`src/rtl/deser_fifo_pkg.sv`:
```
// Shared types, default parameters and helpers for the deser_fifo serial receiver.
package deser_fifo_pkg;

  localparam int DATA_W_DEF    = 8;
  localparam int DEPTH_DEF     = 8;
  localparam int DES_DIV_DEF   = 10;
  localparam int FIFO_DIV_DEF  = 100;
  localparam int MSB_FIRST_DEF = 1;

  typedef enum logic [0:0] {
    ST_COLLECT = 1'b0,
    ST_HOLD    = 1'b1
  } state_t;

  // Even parity bit over a word; zero-extension does not change the result.
  function automatic logic even_parity(input logic [63:0] word);
    return ^word;
  endfunction

endpackage

```
`src/rtl/deser_fifo_if.sv`:
```
// Bus bundle between the serial source / queue consumer and deser_fifo.
interface deser_fifo_if #(
  parameter int DATA_W = 8,
  parameter int DEPTH  = 8
);
  logic                       data_in;
  logic                       write_in;
  logic                       dequeue_in;
  logic [DATA_W-1:0]          data_out;
  logic                       data_valid;
  logic [$clog2(DEPTH+1)-1:0] len_out;
  logic                       status_out;
  logic                       overflow_out;
  logic                       parity_err_out;

  modport slave (
    input  data_in, write_in, dequeue_in,
    output data_out, data_valid, len_out, status_out, overflow_out, parity_err_out
  );

  modport master (
    output data_in, write_in, dequeue_in,
    input  data_out, data_valid, len_out, status_out, overflow_out, parity_err_out
  );
endinterface

```
`src/rtl/deser_fifo_clk_en_div.sv`:
```
// Free-running clock-enable divider: tick is high for one cycle every DIV cycles (DIV >= 2).
module clk_en_div #(
  parameter int DIV = 10
) (
  input  logic clk,
  input  logic rst_n,
  output logic tick
);
  localparam int CW = (DIV > 1) ? $clog2(DIV) : 1;
  localparam logic [CW-1:0] LAST = CW'(DIV - 1);
  localparam logic [CW-1:0] PRE  = CW'(DIV - 2);

  logic [CW-1:0] cnt_r;
  logic          tick_r;

  // Registered tick lines up with cnt_r == DIV-1, first in cycle DIV-1 after reset.
  always_ff @(posedge clk or negedge rst_n) begin
    if (!rst_n) begin
      cnt_r  <= '0;
      tick_r <= 1'b0;
    end else begin
      if (cnt_r == LAST) begin
        cnt_r <= '0;
      end else begin
        cnt_r <= cnt_r + CW'(1'b1);
      end
      tick_r <= (cnt_r == PRE);
    end
  end

  assign tick = tick_r;
endmodule

```
`src/rtl/deser_fifo.sv`:
```
// Serial-to-parallel receiver feeding a circular word FIFO, single clock1M domain.
// Optional even-parity bit per word is enabled by defining DESER_FIFO_PARITY_EN.
module deser_fifo
  import deser_fifo_pkg::*;
#(
  parameter int DATA_W    = DATA_W_DEF,
  parameter int DEPTH     = DEPTH_DEF,
  parameter int DES_DIV   = DES_DIV_DEF,
  parameter int FIFO_DIV  = FIFO_DIV_DEF,
  parameter int MSB_FIRST = MSB_FIRST_DEF
) (
  input  logic         clock1M,
  input  logic         reset,
  deser_fifo_if.slave  bus
);
  localparam int PW = $clog2(DEPTH);
  localparam int LW = $clog2(DEPTH + 1);
  localparam int CW = $clog2(DATA_W + 1);
  localparam logic [LW-1:0] FULL_LEN = LW'(DEPTH);
`ifdef DESER_FIFO_PARITY_EN
  localparam logic [CW-1:0] PAR_BIT  = CW'(DATA_W);
`else
  localparam logic [CW-1:0] LAST_BIT = CW'(DATA_W - 1);
`endif

  logic              des_tick_s, fifo_tick_s;
  state_t            state_r;
  logic [CW-1:0]     bit_cnt_r;
  logic [DATA_W-1:0] shift_r, word_r, shifted_s;
  logic              overflow_r;
`ifdef DESER_FIFO_PARITY_EN
  logic              parity_err_r;
`endif
  logic [DATA_W-1:0] mem [DEPTH];
  logic [PW-1:0]     wr_ptr_r, rd_ptr_r;
  logic [LW-1:0]     len_r;
  logic [DATA_W-1:0] data_out_r;
  logic              data_valid_r;
  logic              bit_ok_s, full_s, enq_s, pop_s;

  clk_en_div #(.DIV(DES_DIV))  u_des_div  (.clk(clock1M), .rst_n(reset), .tick(des_tick_s));
  clk_en_div #(.DIV(FIFO_DIV)) u_fifo_div (.clk(clock1M), .rst_n(reset), .tick(fifo_tick_s));

  // Shift direction, handshake qualifiers and FIFO full/empty decisions.
  always_comb begin
    shifted_s = shift_r;
    if (MSB_FIRST != 0) begin
      shifted_s = {shift_r[DATA_W-2:0], bus.data_in};
    end else begin
      shifted_s = {bus.data_in, shift_r[DATA_W-1:1]};
    end
    bit_ok_s = des_tick_s & bus.write_in;
    full_s   = (len_r == FULL_LEN);
    enq_s    = (state_r == ST_HOLD) && !full_s;
    pop_s    = fifo_tick_s && bus.dequeue_in && (len_r != '0);
  end

  // Deserializer FSM: collect bits into a word, then hold it until the FIFO has room.
  always_ff @(posedge clock1M or negedge reset) begin
    if (!reset) begin
      state_r      <= ST_COLLECT;
      bit_cnt_r    <= '0;
      shift_r      <= '0;
      word_r       <= '0;
      overflow_r   <= 1'b0;
`ifdef DESER_FIFO_PARITY_EN
      parity_err_r <= 1'b0;
`endif
    end else begin
`ifdef DESER_FIFO_PARITY_EN
      parity_err_r <= 1'b0;
`endif
      case (state_r)
        ST_COLLECT: begin
          if (bit_ok_s) begin
`ifdef DESER_FIFO_PARITY_EN
            if (bit_cnt_r == PAR_BIT) begin
              bit_cnt_r <= '0;
              if (bus.data_in == even_parity(64'(shift_r))) begin
                word_r  <= shift_r;
                state_r <= ST_HOLD;
              end else begin
                parity_err_r <= 1'b1;
              end
            end else begin
              shift_r   <= shifted_s;
              bit_cnt_r <= bit_cnt_r + CW'(1'b1);
            end
`else
            if (bit_cnt_r == LAST_BIT) begin
              word_r    <= shifted_s;
              bit_cnt_r <= '0;
              state_r   <= ST_HOLD;
            end else begin
              shift_r   <= shifted_s;
              bit_cnt_r <= bit_cnt_r + CW'(1'b1);
            end
`endif
          end
        end
        ST_HOLD: begin
          // A bit arriving while a word is parked has nowhere to go.
          if (bit_ok_s) begin
            overflow_r <= 1'b1;
          end
          if (enq_s) begin
            state_r <= ST_COLLECT;
          end
        end
        default: state_r <= ST_COLLECT;
      endcase
    end
  end

  // Storage array; contents are qualified by the pointers so it needs no reset.
  always_ff @(posedge clock1M) begin
    if (enq_s) begin
      mem[wr_ptr_r] <= word_r;
    end
  end

  // Pointers, occupancy and the registered pop result.
  always_ff @(posedge clock1M or negedge reset) begin
    if (!reset) begin
      wr_ptr_r     <= '0;
      rd_ptr_r     <= '0;
      len_r        <= '0;
      data_out_r   <= '0;
      data_valid_r <= 1'b0;
    end else begin
      data_valid_r <= pop_s;
      if (enq_s) begin
        wr_ptr_r <= wr_ptr_r + PW'(1'b1);
      end
      if (pop_s) begin
        data_out_r <= mem[rd_ptr_r];
        rd_ptr_r   <= rd_ptr_r + PW'(1'b1);
      end
      case ({enq_s, pop_s})
        2'b10:   len_r <= len_r + LW'(1'b1);
        2'b01:   len_r <= len_r - LW'(1'b1);
        default: len_r <= len_r;
      endcase
    end
  end

  assign bus.data_out     = data_out_r;
  assign bus.data_valid   = data_valid_r;
  assign bus.len_out      = len_r;
  assign bus.status_out   = (state_r == ST_HOLD);
  assign bus.overflow_out = overflow_r;
`ifdef DESER_FIFO_PARITY_EN
  assign bus.parity_err_out = parity_err_r;
`else
  assign bus.parity_err_out = 1'b0;
`endif
endmodule

```
`src/flat_wrapper.sv`:
```
// flat-port wrapper written by rule: the top's interface ports become plain ports
module deser_fifo_flat import deser_fifo_pkg::*;
#(
  parameter int DATA_W    = DATA_W_DEF,
  parameter int DEPTH     = DEPTH_DEF,
  parameter int DES_DIV   = DES_DIV_DEF,
  parameter int FIFO_DIV  = FIFO_DIV_DEF,
  parameter int MSB_FIRST = MSB_FIRST_DEF
)
  (clock1M, reset, bus_data_in, bus_write_in, bus_dequeue_in, bus_data_out, bus_data_valid, bus_len_out, bus_status_out, bus_overflow_out, bus_parity_err_out);
  deser_fifo_if #(.DATA_W(DATA_W), .DEPTH(DEPTH)) bus_i ();
  input  logic clock1M;
  input  logic reset;
  input wire logic [$bits(bus_i.data_in)-1:0] bus_data_in;
  input wire logic [$bits(bus_i.write_in)-1:0] bus_write_in;
  input wire logic [$bits(bus_i.dequeue_in)-1:0] bus_dequeue_in;
  output wire logic [$bits(bus_i.data_out)-1:0] bus_data_out;
  output wire logic [$bits(bus_i.data_valid)-1:0] bus_data_valid;
  output wire logic [$bits(bus_i.len_out)-1:0] bus_len_out;
  output wire logic [$bits(bus_i.status_out)-1:0] bus_status_out;
  output wire logic [$bits(bus_i.overflow_out)-1:0] bus_overflow_out;
  output wire logic [$bits(bus_i.parity_err_out)-1:0] bus_parity_err_out;
  assign bus_i.data_in = bus_data_in;
  assign bus_i.write_in = bus_write_in;
  assign bus_i.dequeue_in = bus_dequeue_in;
  assign bus_data_out = bus_i.data_out;
  assign bus_data_valid = bus_i.data_valid;
  assign bus_len_out = bus_i.len_out;
  assign bus_status_out = bus_i.status_out;
  assign bus_overflow_out = bus_i.overflow_out;
  assign bus_parity_err_out = bus_i.parity_err_out;
  deser_fifo #(.DATA_W(DATA_W), .DEPTH(DEPTH), .DES_DIV(DES_DIV), .FIFO_DIV(FIFO_DIV), .MSB_FIRST(MSB_FIRST)) u_core (.clock1M(clock1M), .reset(reset), .bus(bus_i));
endmodule
```
`config.mk`:
```
export PLATFORM = sky130hd
export DESIGN_NAME = deser_fifo_flat
export DESIGN_NICKNAME = d
export VERILOG_FILES = /design/src/rtl/deser_fifo_pkg.sv /design/src/rtl/deser_fifo_if.sv /design/src/rtl/deser_fifo_clk_en_div.sv /design/src/rtl/deser_fifo.sv /design/src/flat_wrapper.sv
export SDC_FILE = /design/constraint.sdc
export NUM_CORES = 1
export LEC_CHECK = 0
export BUFFER_PORTS_ARGS = -buffer_cell sky130_fd_sc_hd__buf_2
export CORE_UTILIZATION = 65
export CTS_CLUSTER_SIZE = 8
export DETAILED_ROUTE_END_ITERATION = 8
export GPL_TIMING_DRIVEN = 1
export PLACE_DENSITY = 0.8
export SLEW_MARGIN = 20
export SYNTH_ARGS = -nofsm -noshare
export SYNTH_HDL_FRONTEND = slang
export SYNTH_HIERARCHICAL = 1
export SYNTH_SLANG_ARGS = --single-unit
export TNS_END_PERCENT = 20
```
`constraint.sdc`:
```
create_clock -name clock1M -period 6.95 [get_ports clock1M]
set_input_delay 0.695 -clock clock1M [delete_from_list [all_inputs] [get_ports clock1M]]
set_output_delay 0.695 -clock clock1M [all_outputs]
set_load 0.01 [all_outputs]
```
==> impl_metrics.toml, run 1 <==
[place]
portBuffers = 19
gp_congestion = 0.763
post-place-ws_ps = 4130
hpwl_um = 5380
dp.cells = 432

[detailed_routing]
dr.pass1.iters = 4
vias_per_cell = 5.88
vias = 2729
wirelength_um = 8560
drtIter0Drc = 198
drt-wirelength-per-cell_um = 18.4
drcViolationCount = 0
drtAntennaViolNets = 0

[floorplan]
initial_core_util = 0.688
rows = 30
floorplan.die.height_um = 87.7
num_io_pins = 21
fp.dieArea_mm2 = 0.00770
dieWidth_um = 87.7
core_area_mm2 = 0.00694

[min_path]
min_path_type = "primary input to asynchronous set/reset pin"

[timing]
hold_viol = 0
hold_ws_ps = 303
setup_viol = 0
rsz0062_at_grt = "false"
slew_headroom = 0.466
slew_violations = 0
skew_ps = 7.13
min_period_ps = 2680
worst_slew_pin_slew_ps = 798
finalSetupTns_ps = 0
fmax_mhz = 373
setup_ws_ps = 4270
timing.final.crit_share = 0.385

[worst_setup_path]
crit_path_top_delay_cell = "nor4_4"
cpMostUsedCell = "xor2_1"
cp.required_ps = 7330
cp_slowest_stage_delay_ps = 560
cp-end-kind = "register"
ff2ff_setup_slack_ps = 4270
reg2reg_from = "u_core/bus.len_out[1]$_DFFE_PN0P_"
reg2reg_depth = 9
worstPathArrival_ps = 3060
path_buf_inv = 0
path_class = "register to register"
r2r_end = "u_core/bus.len_out[2]$_DFFE_PN0P_"
crit_path_cell_trace = "nor4_4 -> nor2_2 -> ha_1 -> xor2_1 -> ha_1 -> a21oi_1 -> xor2_1 -> nor2_1 -> xor2_1"
worst_setup_path_start_kind = "register"
worstPathMaxFanout = 14
critPathTopFamily = "simple AND/OR/NAND/NOR gates"

[clock_tree]
cts_tree = "done"
cts_resized = 0
htree_levels = 4
ctsHoldBuffers = 0
root_buffer = "clkbuf_8"
cts.sinks = 117
clk_latency_ps = 510
post_cts_buffers = 0
clkTransAtPathRegs_ps = 50
cts_max_path_buffers = 2
numCtsBuffers = 17

[power_and_ir_drop]
power_leakage_uw = 0.00219
power_density_mw_per_mm2 = 292
ir_drop_mv = 0.216
finalPower_uw = 1630

[finish]
final_cells = 464
final_cell_mix = "edfxtp_1 (64), dfrtp_1 (53), mux2i_1 (35)"
register_area_mm2 = 0.00325
finalNetCount = 368
fill_cells = 383
layout_commonest_cell = "edfxtp_1"
drive_above_1_share = 0.217
num_antenna_cells = 0
multiInputGateArea_mm2 = 0.00145
syn_to_final_growth_pct = 16.4

[global_routing]
antenna_found_initial = 0
grt_max_degree = 54
grtUsageTotal = 0.252
grt_pass1_wl_um = 13800
grt-ovfl-total = 0
grt_pass1_vias = 2795

[logic_synthesis]
synth_fp_nets = 336
syn_inst = 323
ys_warn_count = 6
ys_seq_elements = 117
synth.cell_area_mm2 = 0.00478
ys_seq_area_frac = 0.680
synth_area_per_cell_um2 = 14.8
synth.distinct_cells = 39

[run_status]
outcome = "completed"

[job]
drv_cap = 0
-- report_power, final --
group          leakage (uW)  total (uW)  switching [uW]  internal, uW
clock network      0.000288         873             295           578
logic              0.000638        17.5            10.9          6.53
registers           0.00127         735            3.48           731
total               0.00219        1630             309          1320
-- stage by stage --
step                area [um2]   util
finish                    5560  0.801
global route              5560  0.801
CTS                       5560  0.801
detailed placement        4960  0.714
global placement          4960  0.714
floorplan                 4780      -
-- cell type report --
cell class,count,share of cell area
Sequential cell,117,0.584
Multi-Input combinational cell,191,0.260
Clock buffer,18,0.0752
Clock inverter,14,0.0331
Timing Repair Buffer,23,0.0225
Tap cell,96,0.0216
Inverter,5,0.00338
-- sequential cells by signal (all words and copies together) (netlist names) --
register / count
u_core/bus.overflow_out: 1
u_core/rd_ptr_r: 3
u_core/wr_ptr_r: 3
u_core/u_fifo_div/cnt_r: 7
u_core/bus.data_valid: 1
u_core/u_fifo_div/tick: 1
u_core/u_des_div/cnt_r: 4
u_core/bit_cnt_r: 4
u_core/bus.len_out: 4
u_core/mem: 64
u_core/bus.status_out: 1
u_core/word_r: 8
u_core/bus.data_out: 8
u_core/u_des_div/tick: 1
u_core/shift_r: 7
-- cells in the mapped netlist --
cell,n,area share
nand3b_1,3,0.0047
and3b_1,1,0.0018
inv_1,5,0.0039
mux2_4,2,0.0063
buf_2,1,0.0010
a211oi_2,1,0.0026
nand4_1,3,0.0039
a2111oi_0,1,0.0018
nor3b_1,1,0.0016
nor4_4,1,0.0045
mux2_2,16,0.038
nor4_1,1,0.0013
mux2i_1,35,0.073
buf_1,3,0.0024
buf_6,1,0.0024
a22oi_1,16,0.025
nor3_1,5,0.0052
nor4b_1,1,0.0018
nand4bb_1,2,0.0047
xor2_1,5,0.0092
buf_4,5,0.0079
nand3_1,11,0.012
nand2b_1,4,0.0052
nor2_1,12,0.0094
nand2_1,28,0.022
dfrtp_1,53,0.28
edfxtp_1,64,0.40
conb_1,1,0.00078
and2_1,1,0.0013
a221o_1,1,0.0021
and2_2,1,0.0016
a21oi_1,3,0.0031
o21ai_0,10,0.010
nor2b_1,3,0.0039
a31o_2,2,0.0037
a21boi_2,1,0.0024
xnor2_1,8,0.015
ha_1,8,0.021
nor2_2,3,0.0039
-- metal layers --
layer / wire length [um] / vias up / global-route usage / share of wire
met4: 170 / 0 / 0.122 / 0.020
met3: 407 / 15 / 0.0735 / 0.048
met2: 4280 / 77 / 0.404 / 0.50
li1: - / 1258 / - / -
met5: 0 / - / 0 / 0
met1: 3700 / 1379 / 0.319 / 0.43
-- cells by family (layout without fill, tap and decap cells) --
logic type	after synthesis	count (layout)	share of synthesized area
XOR/XNOR	13	13	0.0238
adder cells (fa/ha/maj)	8	8	0.0209
buffers and inverters	15	60	0.0175
multiplexers	53	53	0.117
AO/OA/AOI/OAI	35	35	0.0513
AND/OR/NAND/NOR	81	81	0.0885
other	1	1	0.000785
flip-flops	117	117	0.680
-- worst max path at each step --
stage | slack, ps | startpoint | cells after the start | to
after floorplan | 4620 | u_core/bus.len_out[1]$_DFFE_PN0P_ | 10 | u_core/bus.len_out[2]$_DFFE_PN0P_
after detailed placement | 4130 | bus_dequeue_in | 8 | u_core/bus.len_out[3]$_DFFE_PN0P_
after global routing | 4070 | u_core/bus.len_out[1]$_DFFE_PN0P_ | 7 | u_core/bus.len_out[3]$_DFFE_PN0P_
after global placement | 4270 | bus_dequeue_in | 10 | u_core/bus.len_out[2]$_DFFE_PN0P_
after CTS | 4290 | u_core/bus.len_out[1]$_DFFE_PN0P_ | 9 | u_core/bus.len_out[2]$_DFFE_PN0P_
final | 4270 | u_core/bus.len_out[1]$_DFFE_PN0P_ | 9 | u_core/bus.len_out[2]$_DFFE_PN0P_
No activity file was read; power rests on OpenSTA's default activity.
==> run 2, diff against run 1 <==
--- a/config.mk
+++ b/config.mk
@@ -6,11 +6,11 @@
 export NUM_CORES = 1
 export LEC_CHECK = 0
 export BUFFER_PORTS_ARGS = -buffer_cell sky130_fd_sc_hd__buf_2
-export CORE_UTILIZATION = 65
+export CORE_UTILIZATION = 61
 export CTS_CLUSTER_SIZE = 8
 export DETAILED_ROUTE_END_ITERATION = 8
 export GPL_TIMING_DRIVEN = 1
-export PLACE_DENSITY = 0.8
+export PLACE_DENSITY = 0.76
 export SLEW_MARGIN = 20
 export SYNTH_ARGS = -nofsm -noshare
 export SYNTH_HDL_FRONTEND = slang
==> constraint.sdc (replaced) <==
create_clock -name clock1M -period 2.6 [get_ports clock1M]
set_input_delay 0.26 -clock clock1M [delete_from_list [all_inputs] [get_ports clock1M]]
set_output_delay 0.26 -clock clock1M [all_outputs]
set_load 0.01 [all_outputs]
==> run 2 against run 1 <==
- utilization is 4.6 points lower
- sequential cell count stayed put
- worst hold slack worse by 260 ps
- wire length is 4.2% lower
- sequential power grew to 2.7 times the previous value
- combinational power grew to 2.9 times the previous value
- total power grew to 2.5 times the previous value
- critical path type unchanged
- clock power is 140% higher
==> impl_metrics.toml, run 2 (synthesis results as in run 1) <==
[global_routing]
grt_max_degree = 42
grt_pass1_vias = 2751
antenna_found_initial = 0
grt_pass1_wl_um = 13700
grt-ovfl-total = 0
grtUsageTotal = 0.225

[clock_tree]
clk_latency_ps = 500
cts_max_path_buffers = 2
clkTransAtPathRegs_ps = 50
htree_levels = 4
cts_tree = "done"
post_cts_buffers = 0
cts.sinks = 117
numCtsBuffers = 17
root_buffer = "clkbuf_8"

[finish]
largest_register_ff_count = 64
regMostFlops = "u_core/mem"
fill_cells = 452
multiInputGateArea_mm2 = 0.00146
num_antenna_cells = 0
drive_above_1_share = 0.228
register_area_mm2 = 0.00325
finalNetCount = 377
layout_commonest_cell = "edfxtp_1"
fin_area_mm2 = 0.00559
final_cell_mix = "edfxtp_1 (64), dfrtp_1 (53), mux2i_1 (35)"
syn_to_final_growth_pct = 17.0

[timing]
worst_slew_pin_slew_ps = 933
skew_ps = 10.0
timing.final.crit_share = 0.923
slew_headroom = 0.378
fmax_mhz = 417
min_period_ps = 2400
setup_viol = 0
hold_viol = 0
finalSetupTns_ps = 0
rsz0062_at_grt = "false"
slew_violations = 0

[worst_setup_path]
crit_path_cell_trace = "nor3_2 -> a21boi_2 -> inv_1 -> ha_1 -> xor2_1 -> ha_1 -> a21oi_1 -> xor2_1 -> nor2_1 -> xor2_1"
worst_setup_path_start_kind = "register"
cpMostUsedCell = "xor2_1"
crit_start = "u_core/bus.len_out[1]$_DFFE_PN0P_"
worstPathMaxFanout = 8
path_class = "register to register"
worstPathArrival_ps = 2770
cp.required_ps = 2970
cp_slowest_stage_delay_ps = 480
crit_path_top_delay_cell = "dfrtp_1"
cp-end-kind = "register"
reg2reg_from = "u_core/bus.len_out[1]$_DFFE_PN0P_"
ff2ff_setup_slack_ps = 200

[place]
portBuffers = 19
placed_area_mm2 = 0.00501
gp_congestion = 0.725
hpwl_um = 5110

[detailed_routing]
dr.pass1.iters = 4
vias = 2698
vias_per_cell = 5.67
drtAntennaViolNets = 0
wirelength_um = 8200
drt-wirelength-per-cell_um = 17.2
drcViolationCount = 0
drtIter0Drc = 190

[power_and_ir_drop]
intPower_uw = 3310
swShare = 0.194
power_leakage_uw = 0.00222
power_density_mw_per_mm2 = 736
ir_drop_mv = 0.559
p_comb_frac = 0.012
finalPower_uw = 4110
p_seq_frac = 0.478
p_clk_frac = 0.510
p_switching_uw = 799

[run_status]
outcome = "completed"

[floorplan]
num_io_pins = 21
dieWidth_um = 90.5
initial_core_util = 0.645
rows = 31
core_area_mm2 = 0.00741
fp.dieArea_mm2 = 0.00819
floorplan.die.height_um = 90.5

[min_path]
min_from = "bus_write_in"
min_path_type = "primary input to register"

[job]
drv_cap = 0
[run 2: cell type report]
class | count | share of cell area
inverter | 5 | 0.00336
sequential | 117 | 0.581
timing repair buffer | 32 | 0.0354
multi-input combinational | 191 | 0.261
clock inverter | 9 | 0.0137
clock buffer | 23 | 0.0837
tap | 99 | 0.0222
[run 2: critical path, delay by kind of cell, from the launching register on]
| family | cells | cell delay (ps) |
|---|---|---|
| adder cells (fa/ha/maj) | 2 | 490 |
| flip-flops | 1 | 480 |
| XOR/XNOR | 3 | 440 |
| AND/OR/NAND/NOR | 2 | 390 |
| AO/OA/AOI/OAI | 2 | 300 |
| buffers and inverters | 1 | 170 |
[run 2: metrics by stage]
stage,utilization,hold slack [ps],worst slack [ps],cells
floorplan,-,-35.6,274,323
global placement,0.677,437,310,442
detailed placement,0.677,445,174,442
CTS,0.753,7.55,115,476
global route,0.754,22.9,6.85,476
finish,0.754,38.9,201,476
[run 2: layer usage]
layer	track usage	vias up	routed length, um
met5	0	-	0
met2	0.362	50	4210
met4	0.103	0	59
met3	0.0606	4	284
met1	0.285	1364	3640
li1	-	1280	-
[run 2: path summary, 6_finish.rpt]
| check | to | cells past startpoint |
|---|---|---|
| min in group asynchronous | u_core/bus.data_valid$_DFF_PN0_ | 2 |
| min | u_core/bus.overflow_out$_DFFE_PN0P_ | 2 |
| max | u_core/bus.len_out[2]$_DFFE_PN0P_ | 10 |
| max in group asynchronous | u_core/shift_r[2]$_DFFE_PN0P_ | 3 |
| min reg2reg | u_core/bus.overflow_out$_DFFE_PN0P_ | 1 |
| max reg2reg | u_core/bus.len_out[2]$_DFFE_PN0P_ | 10 |
[run 2: timing repair]
item / CTS / global route
endpoints found under the hold margin: 41 / 0
gates resized for setup: 0 / 2
endpoints found under the setup margin: 0 / 2
hold buffers: 2 / 0
[run 2: power groups by stage]
stage | Sequential (uW) | Combinational, uW | Clock, uW
detailed placement | 2000 | 50.7 | 0
finish | 1960 | 51.3 | 2100
global placement | 2000 | 49.0 | 0
CTS | 1960 | 53.1 | 2130
floorplan | 2000 | 25.0 | 0
global route | 1960 | 58.5 | 2210
